==> config.mk <==
export PLATFORM = sky130hd
export DESIGN_NAME = chip8_ram_arbiter
export DESIGN_NICKNAME = d
export VERILOG_FILES = /design/src/rtl/chip8_ram_arbiter.sv
export SDC_FILE = /design/constraint.sdc
export NUM_CORES = 1
export LEC_CHECK = 0
export BUFFER_PORTS_ARGS = -buffer_cell sky130_fd_sc_hd__buf_2
export CORE_MARGIN = 5
export CORE_UTILIZATION = 50
export CTS_CLUSTER_SIZE = 30
export DETAILED_ROUTE_END_ITERATION = 12
export PLACE_DENSITY = 0.93
export SYNTH_ARGS = -nofsm -noshare
export SYNTH_HDL_FRONTEND = slang
export SYNTH_SLANG_ARGS = --single-unit
==> constraint.sdc <==
create_clock -name clk -period 5.9 [get_ports clk]
set_input_delay 1.18 -clock clk [delete_from_list [all_inputs] [get_ports clk]]
set_output_delay 1.18 -clock clk [all_outputs]
set_load 0.02 [all_outputs]
==> src/rtl/chip8_ram_arbiter.sv <==
// Three-port arbiter for the shared single-port Chip-8 RAM (CPU, blitter, loader/OSD).
// One access per clock, read data tagged back to the issuing port, optional locked bursts.
module chip8_ram_arbiter #(
    parameter int ADDR_W     = 12,
    parameter int RD_LATENCY = 1,
    parameter int LOCK_MAX   = 64,
    parameter int FIXED_PRIO = 0
) (
    input  logic                  clk,
    input  logic                  res_n,
    input  logic [2:0]            req,
    input  logic [2:0]            wr,
    input  logic [2:0]            lock,
    input  logic [3*ADDR_W-1:0]   addr,
    input  logic [23:0]           wdata,
    output logic [2:0]            gnt,
    output logic [2:0]            rvalid,
    output logic [7:0]            rdata,
    output logic                  lock_err,
    output logic                  ram_en,
    output logic                  ram_wr,
    output logic [ADDR_W-1:0]     ram_addr,
    output logic [7:0]            ram_in,
    input  logic [7:0]            ram_out
);

    localparam int DEPTH = RD_LATENCY + 1;
    localparam int CNT_W = $clog2(LOCK_MAX + 1);

    logic [1:0]       ptr;
    logic             lock_held;
    logic [1:0]       lock_owner;
    logic [CNT_W-1:0] lock_cnt;

    logic             tag_vld  [DEPTH];
    logic [1:0]       tag_port [DEPTH];

    logic             acc;
    logic [1:0]       acc_idx;
    logic [2:0]       cand;
    logic             found;

    // A held lock masks every other requester; otherwise fixed priority or
    // round-robin starting just after the last accepted port.
    always_comb begin
        gnt   = 3'b000;
        cand  = 3'd0;
        found = 1'b0;
        if (!res_n) begin
            gnt = 3'b000;
        end else if (lock_held) begin
            gnt = req & (3'b001 << lock_owner);
        end else if (FIXED_PRIO != 0) begin
            if (req[0])      gnt = 3'b001;
            else if (req[1]) gnt = 3'b010;
            else if (req[2]) gnt = 3'b100;
        end else begin
            for (int i = 1; i <= 3; i++) begin
                cand = 3'(ptr) + 3'(i);
                if (cand >= 3'd3) cand = cand - 3'd3;
                if (cand >= 3'd3) cand = cand - 3'd3;
                if (!found && req[cand[1:0]]) begin
                    gnt[cand[1:0]] = 1'b1;
                    found          = 1'b1;
                end
            end
        end
    end

    assign acc     = |gnt;
    assign acc_idx = gnt[1] ? 2'd1 : (gnt[2] ? 2'd2 : 2'd0);

    always_ff @(posedge clk or negedge res_n) begin
        if (!res_n) begin
            ram_en   <= 1'b0;
            ram_wr   <= 1'b0;
            ram_addr <= '0;
            ram_in   <= '0;
            ptr      <= 2'd2;
        end else begin
            ram_en <= acc;
            ram_wr <= acc & wr[acc_idx];
            if (acc) begin
                ram_addr <= addr[acc_idx*ADDR_W +: ADDR_W];
                ram_in   <= wdata[acc_idx*8 +: 8];
                ptr      <= acc_idx;
            end
        end
    end

    // Read tags ride alongside the RAM pipeline so data returns to the right port.
    always_ff @(posedge clk or negedge res_n) begin
        if (!res_n) begin
            for (int i = 0; i < DEPTH; i++) begin
                tag_vld[i]  <= 1'b0;
                tag_port[i] <= 2'd0;
            end
        end else begin
            tag_vld[0]  <= acc & ~wr[acc_idx];
            tag_port[0] <= acc_idx;
            for (int i = 1; i < DEPTH; i++) begin
                tag_vld[i]  <= tag_vld[i-1];
                tag_port[i] <= tag_port[i-1];
            end
        end
    end

    assign rvalid = tag_vld[DEPTH-1] ? (3'b001 << tag_port[DEPTH-1]) : 3'b000;
    assign rdata  = ram_out;

    // Re-locking takes precedence over a timeout landing in the same cycle.
    always_ff @(posedge clk or negedge res_n) begin
        if (!res_n) begin
            lock_held  <= 1'b0;
            lock_owner <= 2'd0;
            lock_cnt   <= '0;
            lock_err   <= 1'b0;
        end else if (acc && lock[acc_idx]) begin
            lock_held  <= 1'b1;
            lock_owner <= acc_idx;
            lock_cnt   <= '0;
        end else if (acc && lock_held) begin
            lock_held <= 1'b0;
            lock_cnt  <= '0;
        end else if (lock_held) begin
            if (lock_cnt == CNT_W'(LOCK_MAX - 1)) begin
                lock_held <= 1'b0;
                lock_cnt  <= '0;
                lock_err  <= 1'b1;
            end else begin
                lock_cnt <= lock_cnt + 1'b1;
            end
        end
    end

endmodule
# [Yosys cells after proc, flatten, opt, wreduce, memory -nomap -nowiden]
# Index checks and enable logic that the tools add are counted.
[totals] regBits=41 inputBits=79
[classes] shifts=4 eq_ne=1 n_bitwise=8 n_reduce_logical=12 mul=1 addsub=10 muxes=60 magnitude_cmp=13
[op_table] op="3-bit 2-to-1 mux" count=19
[op_table] op="36-bit by 7-bit variable part select with 12-bit output" count=1
[op_table] op="7-bit 2-to-1 mux" count=4
[op_table] op="24-bit by 6-bit variable part select with 8-bit output" count=1
[op_table] op="2-bit 2-to-1 mux" count=11
[op_table] op="3-bit by 2-bit greater-or-equal comparator with 1-bit output, second input constant" count=6
[op_table] op="1-bit 2-to-1 mux" count=18
[op_table] op="2-bit by 3-bit less-than comparator with 1-bit output, second input constant" count=4
[op_table] op="1-bit binary-select mux with 2-bit select" count=5
[op_table] op="3-bit by 2-bit subtractor with 3-bit output, second input constant" count=3
[op_table] op="7-bit by 1-bit adder with 7-bit output, second input constant" count=1
[op_table] op="7-bit by 6-bit == test with 1-bit output, second input constant" count=1
[op_table] op="1-bit logical AND" count=7
[op_table] op="2-bit by 2-bit adder with 3-bit output, second input constant" count=2
[op_table] op="1-bit demux with 2-bit select" count=3
[op_table] op="2-bit by 1-bit greater-or-equal comparator with 1-bit output, second input constant" count=3
[op_table] op="3-bit bitwise OR" count=2
[op_table] op="1-bit by 2-bit << shifter with 3-bit output, first input constant" count=2
[op_table] op="2-bit subtractor, second input constant" count=3
[op_table] op="2-bit by 2-bit multiplier with 4-bit output, second input constant" count=1
[op_table] op="4-bit AND reduction" count=1
[op_table] op="2-bit by 1-bit adder with 3-bit output, second input constant" count=1
[op_table] op="3-bit bitwise AND" count=1
[op_table] op="1-bit inverter" count=3
[op_table] op="4 further kinds" count=6

# [Logic depth before layout (Yosys ltp)]
# Gate-level depths: netlist (run 1).
[logic_depth] depth_word=31 ltp_mapped=12 mapped_depth_nobuf=10

# [Worst setup path after synthesis (run 1)]
# No wires, ideal clock.
[synth_timing] path_kind="input -> output" from="in req[1]" to="out gnt[1]" arrival_time_ns=2.514 setup_slack_ns=2.206 stages=8 t_required_ns=4.720 cell_sequence="buf_2 mux2i_1 o22ai_1 o31ai_1 nand2_1 inv_2 buf_2 buf_4"
[synth_via] elab_chain_len=15 elab_cells_between_ends=28 cone_classes="21 x mux; 3 x bitwise; 4 x reduce/logical"
[synth_rtl] item="start, declared" line_no="11" text="input logic [2:0] req,"
[synth_rtl] item="1-bit binary-select mux with 2-bit select" line_no="62" text="if (!found && req[cand[1:0]]) begin"
[synth_rtl] item="1-bit 2-to-1 mux (not written as such)" line_no="62"
[synth_rtl] item="1-bit 2-to-1 mux" line_no="62"
[synth_rtl] item="1-bit 2-to-1 mux" line_no="51" text="end else if (lock_held) begin"
[synth_rtl] item="1-bit 2-to-1 mux" line_no="49" text="if (!res_n) begin"
[synth_rtl] item="1-bit zero test" line_no="62"
[synth_rtl] item="1-bit logical AND" line_no="62"
[synth_rtl] item="1-bit 2-to-1 mux" line_no="62"
[synth_rtl] item="1-bit 2-to-1 mux" line_no="51"
[synth_rtl] item="1-bit 2-to-1 mux" line_no="49"
[synth_rtl] item="1-bit zero test" line_no="62"
[synth_rtl] item="1-bit logical AND" line_no="62"
[synth_rtl] item="3-bit 2-to-1 mux" line_no="62"
[synth_rtl] item="3-bit 2-to-1 mux (*)" line_no="51"
[synth_rtl] item="3-bit 2-to-1 mux (*)" line_no="49"
[synth_rtl] item="end, declared" line_no="16" text="output logic [2:0] gnt,"
# Every way passes the cells marked *; elsewhere a longest branch is shown, timed or not. The select of a mux whose other input is x is not followed.

# [Worst setup path after layout (run 1)]
[layout_timing] from="in req[1]" to="out gnt[2]"
[layout_via] elab_chain_len=15 elab_cells_between_ends=27 cone_classes="21 x mux; 2 x bitwise; 4 x reduce/logical"
[layout_rtl] item="1-bit binary-select mux with 2-bit select" line_no="62"
[layout_rtl] item="1-bit 2-to-1 mux (not written as such)" line_no="62"
[layout_rtl] item="1-bit 2-to-1 mux" line_no="62"
[layout_rtl] item="1-bit 2-to-1 mux" line_no="51"
[layout_rtl] item="1-bit 2-to-1 mux" line_no="49"
[layout_rtl] item="1-bit zero test" line_no="62"
[layout_rtl] item="1-bit logical AND" line_no="62"
[layout_rtl] item="1-bit 2-to-1 mux" line_no="62"
[layout_rtl] item="1-bit 2-to-1 mux" line_no="51"
[layout_rtl] item="1-bit 2-to-1 mux" line_no="49"
[layout_rtl] item="1-bit zero test" line_no="62"
[layout_rtl] item="1-bit logical AND" line_no="62"
[layout_rtl] item="3-bit 2-to-1 mux (*)" line_no="62"
[layout_rtl] item="3-bit 2-to-1 mux (*)" line_no="51"
[layout_rtl] item="3-bit 2-to-1 mux (*)" line_no="49"
# Marked as above.

==> metrics.md, run 1 <==
| Metric | Value |
|---|---|
| Die Height | `a little over 80 microns` |
| Final Cycle Share | `slightly above 80%` |
| Leak pwr | `1.49 nW` |
| Worst setup path startpoint | `req[1]` |
| Antenna violations before repair | `0` |
| DRT Pass-1 Iters | `5` |
| Buffer and inverter count on the worst path | `4` |
| H-Tree Level Count | `2` |
| Worst-path cell chain | `buf_2 -> mux2i_1 -> o22ai_1 -> nor4b_4 -> buf_4 -> nor2_2 -> inv_2 -> buf_2` |
| CP endpoint | `gnt[2]` |
| Number of global-route vias before repair | `2641` |
| CP required | `~4.7 ns` |
| Critical path type | `in -> out` |
| Final setup fails | `0` |
| Grt ovf | `0` |
| Critical path's slowest cell | `nor2_2` |
| Detail-routed net length per standard cell | `around 17 microns` |
| CTS tree | `yes` |
| Worst IR Drop VDD | `approximately 0.25 mV` |
| Worst skew pair latency | `roughly 0.30 ns` |
| Yosys warns | `0` |
| Status | `finished clean` |
| Least-Margin Pin Slew | `between 0.9 and 1 ns` |
| Worst clock skew | `just under 0.007 ns` |
| Postcts setup bufs | `0` |
| Remaining antenna violation count after routing | `0` |
| Iteration-0 DRC Markers | `322` |
| First-pass GRT wire length | `~12 mm` |
| Tmin final | `about 4.9 ns` |
| Worst path arrival time | `3.69 ns` |
| PwrDens | `around 550 nW/um^2` |
| # rows | `26` |
| Cell area after layout | `about 3200 sq um` |
| RSZ-0062 raised after global routing | `no` |
| Syn nets | `371` |
| # diodes | `0` |
| Io pins | `approximately 120` |
| Slew HR | `35.6%` |
| Post-DP HPWL | `~5.5 mm` |
| Initial Util | `between 50% and 60%` |
| Mapped Cells | `around 290` |
| Die Area | `a little under 7000 sq um` |
| Core Region | `5110 sq um` |
| F_max | `205 MHz` |
| Critical path depth | `8` |
| Final hold violation count | `0` |
| Total power | `approximately 0.0017 W` |
| Cell variety after synth | `53` |
| CP endpoint kind | `output port` |
| R2R depth | `10` |
| HP Class | `reg -> reg` |
| Total GRT Usage | `a little under a quarter` |
| Avg Cell Area, Syn | `9.22 sq um` |
| Root buffer cell | `clkbuf_8` |
| Max clock buf depth | `2` |
| Predominant post-synthesis flop cell | `dfrtp_1` |
| CP peak stage delay | `~0.75 ns` |
| Worst r2r dst | `lock_cnt[6]` |
| IO buf count | `99` |
| Final core utilization | `~60%` |
| Pre-CTS setup slack | `1.08 ns` |
| Max cap viols | `0` |
| Layout cell share with drive strength beyond 1 | `about a third` |
| Worst R2R Start | `ptr[1]` |
| Routability Congestion | `about 0.9` |
| Vias | `between 2000 and 3000` |
| CTS Buf Count | `5` |
| Via density | `6.09` |
| Drt total wl | `7.53 mm` |
| Layout net count | `around 450` |
| Clk pin slew, worst setup/hold paths | `roughly 0.080 ns` |
| Pins over their slew limit | `0` |
| Final WS setup | `1.03 ns` |
| Family with the most delay on the worst path | `buffers and inverters` |
| Drt drc | `0` |
| Flop2flop setup slack | `about 1.6 ns` |
| Seq cells post-synth | `between 40 and 50` |
| Worst setup SP type | `input pin` |
| Most used cell, CP | `buf_2` |
| Sequential area share after synthesis | `slightly below 40%` |
| Area growth syn-to-layout | `19.2%` |
| Post-Syn Area | `around 2600 sq um` |
| Critical path fanouts, max | `25` |
| CTS Hold Bufs | `0` |
| Placed Area | `about 3100 sq um` |
| Post-CTS Resized | `0` |
| Async set-or-reset flop fraction in the synthesized netlist | `100%` |
| Die Wd | `between 80 and 90 microns` |
| Largest net degree at the start of global routing | `48` |
| CTS Sinks | `slightly above 40` |
| Setup tns final | `0 ns` |
| Post-synth EDFFs | `0` |
-- worst min path at each step --
stage                 from     endpoint  slack [ns]  cells past startpoint
3_3_place_gp   tag_port[2]  tag_port[0]        0.33                      0
2_1_floorplan  tag_port[2]  tag_port[0]        0.33                      0
5_1_grt        tag_port[2]  tag_port[0]        0.36                      0
4_1_cts        tag_port[2]  tag_port[0]        0.35                      0
6_report       tag_port[3]  tag_port[1]        0.35                      0
3_5_place_dp   tag_port[2]  tag_port[0]        0.33                      0
-- registers in the layout, summed over array words and instances, names as in the netlist --
| register | cells |
|---|---|
| ram_addr | 12 |
| ram_in | 8 |
| lock_cnt | 7 |
| tag_port | 4 |
| lock_owner | 2 |
| ptr | 2 |
| tag_vld | 2 |
| lock_err | 1 |
| lock_held | 1 |
| ram_en | 1 |
| ram_wr | 1 |
-- per-stage QoR --
stage               hold slack, ns  cells
floorplan                    0.331    287
global placement             0.332    426
detailed placement           0.335    426
CTS                          0.352    434
global route                 0.361    434
finish                       0.351    434
-- layout make-up --
type                            count  area, sq um
Inverter                           11         41.3
Tap cell                           70         87.6
Clock buffer                        7         76.3
Clock inverter                      1         8.76
Sequential cell                    41         1030
Timing Repair Buffer              103          526
Fill cell                         429         1960
Multi-Input combinational cell    201         1390
-- report_power, final --
part | internal (W) | switching [W] | total [W]
registers | 0.000408 | 0.0000760 | 0.000484
clock network | 0.0000845 | 0.0000985 | 0.000183
logic | 0.000376 | 0.000678 | 0.00105
total | 0.000869 | 0.000852 | 0.00172
-- synth_stat cells, types with 2 or more instances --
library cell  count  area, sq um
nor2b_1           2         12.5
o211ai_1          3         22.5
a32oi_1           2         17.5
buf_1             2         7.51
nor3_1            3         15.0
buf_4            12         90.1
a22oi_1           2         15.0
and3b_1           2         17.5
buf_2             6         30.0
mux2i_1           4         40.0
clkbuf_1         12         45.0
inv_2             4         15.0
ha_1              5         62.6
o31ai_1          23          173
a21oi_1           7         35.0
nand4_1          24          150
nor2_1           26         97.6
a211oi_1         21          158
nand2b_1          2         12.5
o21a_1            2         15.0
o21ai_0           5         25.0
buf_6             2         22.5
nor3b_1          24          180
o22ai_1           4         25.0
nand3_1           5         25.0
nand3b_1          3         22.5
nand2_1           9         33.8
dfrtp_1          40         1000
inv_1             7         26.3
-- worst reg2reg max path, delay by kind of cell, from the launching register on --
kind | cells | cell delay, ns
buf+inv | 3 | 0.82
simple gates | 3 | 1.60
fa+ha+maj | 1 | 0.35
compound gates | 2 | 0.67
flops | 1 | 0.57
mux | 1 | 0.19
-- placed cells by master, fill, tap and decap left out, drive strengths merged, types with 2 or more instances in the layout --
cell,netlist,final
nand3,5,5
o31ai,23,23
ha,5,5
nand2b,2,2
clkbuf,12,7
o211ai,3,3
and3b,2,2
o22ai,4,4
nor3,4,4
a21boi,2,2
nand2,9,9
o21ai,6,6
nor3b,24,24
a21oi,7,7
a22oi,2,2
nor2b,2,2
buf,22,103
nor2,27,27
o21a,2,2
nand4,24,24
a211oi,21,21
a221oi,2,2
dfrtp,40,40
inv,11,11
nand3b,3,3
mux2i,5,5
a32oi,2,2
-- logic make-up after synthesis --
logic type / count (synthesis) / synth area share [%]
simple gates: 109 / 25.0
buf+inv: 45 / 8.94
flops: 41 / 38.8
mux: 6 / 2.46
compound gates: 81 / 22.4
fa+ha+maj: 5 / 2.37
-- routing by layer --
metal  GRT usage, %  vias to the layer above  wire length (microns)
li1               -                     1226                      -
met1           28.3                     1234                   2880
met2           36.2                      156                   3630
met3           6.51                       28                    766
met4           10.6                        0                    248
met5              0                        -                      0
Power figures use the tool's default switching activity.
==> inputs of run 2 (changes only) <==
- CORE_UTILIZATION: 50 -> 48
- PLACE_DENSITY: 0.93 -> 0.9
- clock period: 5.9 -> 4.87 ns (I/O delays scaled with it)
==> run 2 against run 1 <==
  * First-iteration DRC count decreased by 31%
  * Critical path depth unchanged
  * Clock skew decreased by 0.00058 ns
  * Routed wire length decreased by 2.5%
  * Sequential power increased by 23%
  * Core utilization decreased by 3.2 points
  * Flip-flop and latch count unchanged
  * Clock-buffer cell count decreased by 1
  * Largest cell class unchanged
==> metrics.md, run 2 (synthesis results as in run 1) <==
| Metric | Value |
|---|---|
| Status | `finished clean` |
| Slew HR | `between 30% and 40%` |
| Antenna violations before repair | `0` |
| CP required | `approximately 4 ns` |
| CTS Sinks | `a little over 40` |
| Top Registers | `ram_addr (12), ram_in (8), lock_cnt (7)` |
| Io pins | `116` |
| Routability Congestion | `0.888` |
| Leak pwr | `roughly 1.5 nW` |
| Clk pin slew, worst setup/hold paths | `about 0.08 ns` |
| Hold WS | `0.356 ns` |
| Layout filler cell count | `450` |
| Critical path type | `reg -> out` |
| Postcts setup bufs | `0` |
| Pins over their slew limit | `0` |
| First-pass GRT wire length | `11.9 mm` |
| H-Tree Level Count | `2` |
| # diodes | `0` |
| Total power | `0.00211 W` |
| # rows | `27` |
| Least-Margin Pin Slew | `between 0.9 and 1 ns` |
| CTS Hold Bufs | `0` |
| Tmin final | `between 4 and 5 ns` |
| Grt ovf | `0` |
| CTS tree | `yes` |
| CTS Buf Count | `5` |
| Root buffer cell | `clkbuf_8` |
| Final WS setup | `between 0.7 and 0.8 ns` |
| Detail-routed net length per standard cell | `16.8 microns` |
| Critical path fanouts, max | `28` |
| Placed Area | `between 3000 and 4000 sq um` |
| Max cap viols | `0` |
| Number of global-route vias before repair | `2617` |
| HP Class | `reg -> reg` |
| Commonest non-fill, non-tap cells in the layout | `99 x buf_2, 40 x dfrtp_1, 26 x nor2_1` |
| Layout cell share with drive strength beyond 1 | `34.7%` |
| Die Height | `about 84 microns` |
| Worst IR Drop VDD | `about 0.39 mV` |
| Vias | `about 2600` |
| Drt total wl | `roughly 7.3 mm` |
| Cell area after layout | `3180 sq um` |
| Final hold violation count | `0` |
| Die Area | `between 7000 and 8000 sq um` |
| Pre-CTS setup slack | `0.861 ns` |
| Worst skew pair latency | `about 0.30 ns` |
| Final setup fails | `0` |
| Setup tns final | `0 ns` |
| Most common cell after layout, fill and taps aside | `buf_2` |
| RSZ-0062 raised after global routing | `no` |
| Drt drc | `0` |
| CP endpoint kind | `output port` |
| Remaining antenna violation count after routing | `0` |
| Area growth syn-to-layout | `20.2%` |
| IO buf count | `99` |
| Die Wd | `roughly 84 microns` |
| Iteration-0 DRC Markers | `around 220` |
| Largest Register | `ram_addr` |
| Layout net count | `about 450` |
| Post-CTS Resized | `0` |
| Via density | `approximately 6` |
| Worst clock skew | `around 0.0062 ns` |
| Post-DP HPWL | `between 5 and 6 mm` |
| Total GRT Usage | `approximately 21%` |
| Max reg flops | `12` |
| Final Cycle Share | `84.7%` |
| Worst path arrival time | `between 3 and 4 ns` |
| Worst setup SP type | `register` |
| Initial Util | `approximately half` |
| Max clock buf depth | `2` |
| PwrDens | `between 600 and 700 nW/um^2` |
| F_max | `243 MHz` |
| DRT Pass-1 Iters | `5` |
| Largest net degree at the start of global routing | `47` |
| Core Region | `~5400 sq um` |
-- run 2: changes by cell type in the layout (fill, tap and decap cells not counted) --
| cell | before | now |
|---|---|---|
| clkbuf_8 | 5 | 6 |
| buf_4 | 4 | 6 |
| clkinv_2 | 0 | 1 |
| clkbuf_1 | 2 | 0 |
-- run 2: layout make-up --
type                       instances  area [sq um]  share of cell area (%)
inverter                          11          41.3                    1.30
clock buffer                       6          82.6                    2.60
tap                               72          90.1                    2.83
sequential                        41          1030                    32.3
multi-input combinational        201          1390                    43.5
timing repair buffer             105           541                    17.0
clock inverter                     2          13.8                   0.433
-- run 2: stage by stage --
step	cells	utilization, %
3_5_place_dp	430	56.7
5_1_grt	438	58.5
3_3_place_gp	430	56.7
4_1_cts	438	58.5
2_1_floorplan	287	-
6_report	438	58.5
-- run 2: critical path, cell delays in order, from the launching register on --
cell	delay, ns
dfrtp_1	0.37
inv_1	0.09
ha_1	0.50
mux2i_1	0.31
o21ai_0	0.12
a221oi_1	0.34
a21o_1	0.75
inv_2	0.15
buf_2	0.21
-- run 2: path summary, 6_finish.rpt --
kind                        startpoint           to  slack (ns)  cells after the start
setup / recovery                ptr[0]       gnt[0]        0.75                      8
hold / removal             tag_port[3]  tag_port[1]        0.36                      0
setup reg to reg                ptr[0]  lock_cnt[6]        1.00                     10
hold reg to reg            tag_port[3]  tag_port[1]        0.36                      0
max in group asynchronous        res_n       ptr[1]        3.56                      2
min in group asynchronous        res_n  ram_addr[5]        0.58                      1
-- run 2: where the power goes --
group | internal (W) | leakage (nW) | switching [W]
combinational | 0.000466 | 0.941 | 0.000814
clock | 0.000115 | 0.0512 | 0.000120
sequential | 0.000495 | 0.516 | 0.0000986
total | 0.00108 | 1.51 | 0.00103
-- run 2: per-layer routing --
metal	routed length (microns)	track usage, %	share of wire [%]	vias up
li1	-	-	-	1233
met1	3080	25.9	42	1226
met2	3500	33.3	48	147
met3	630	6.08	8.6	15
met4	124	7.60	1.7	0
met5	0	0	0	-
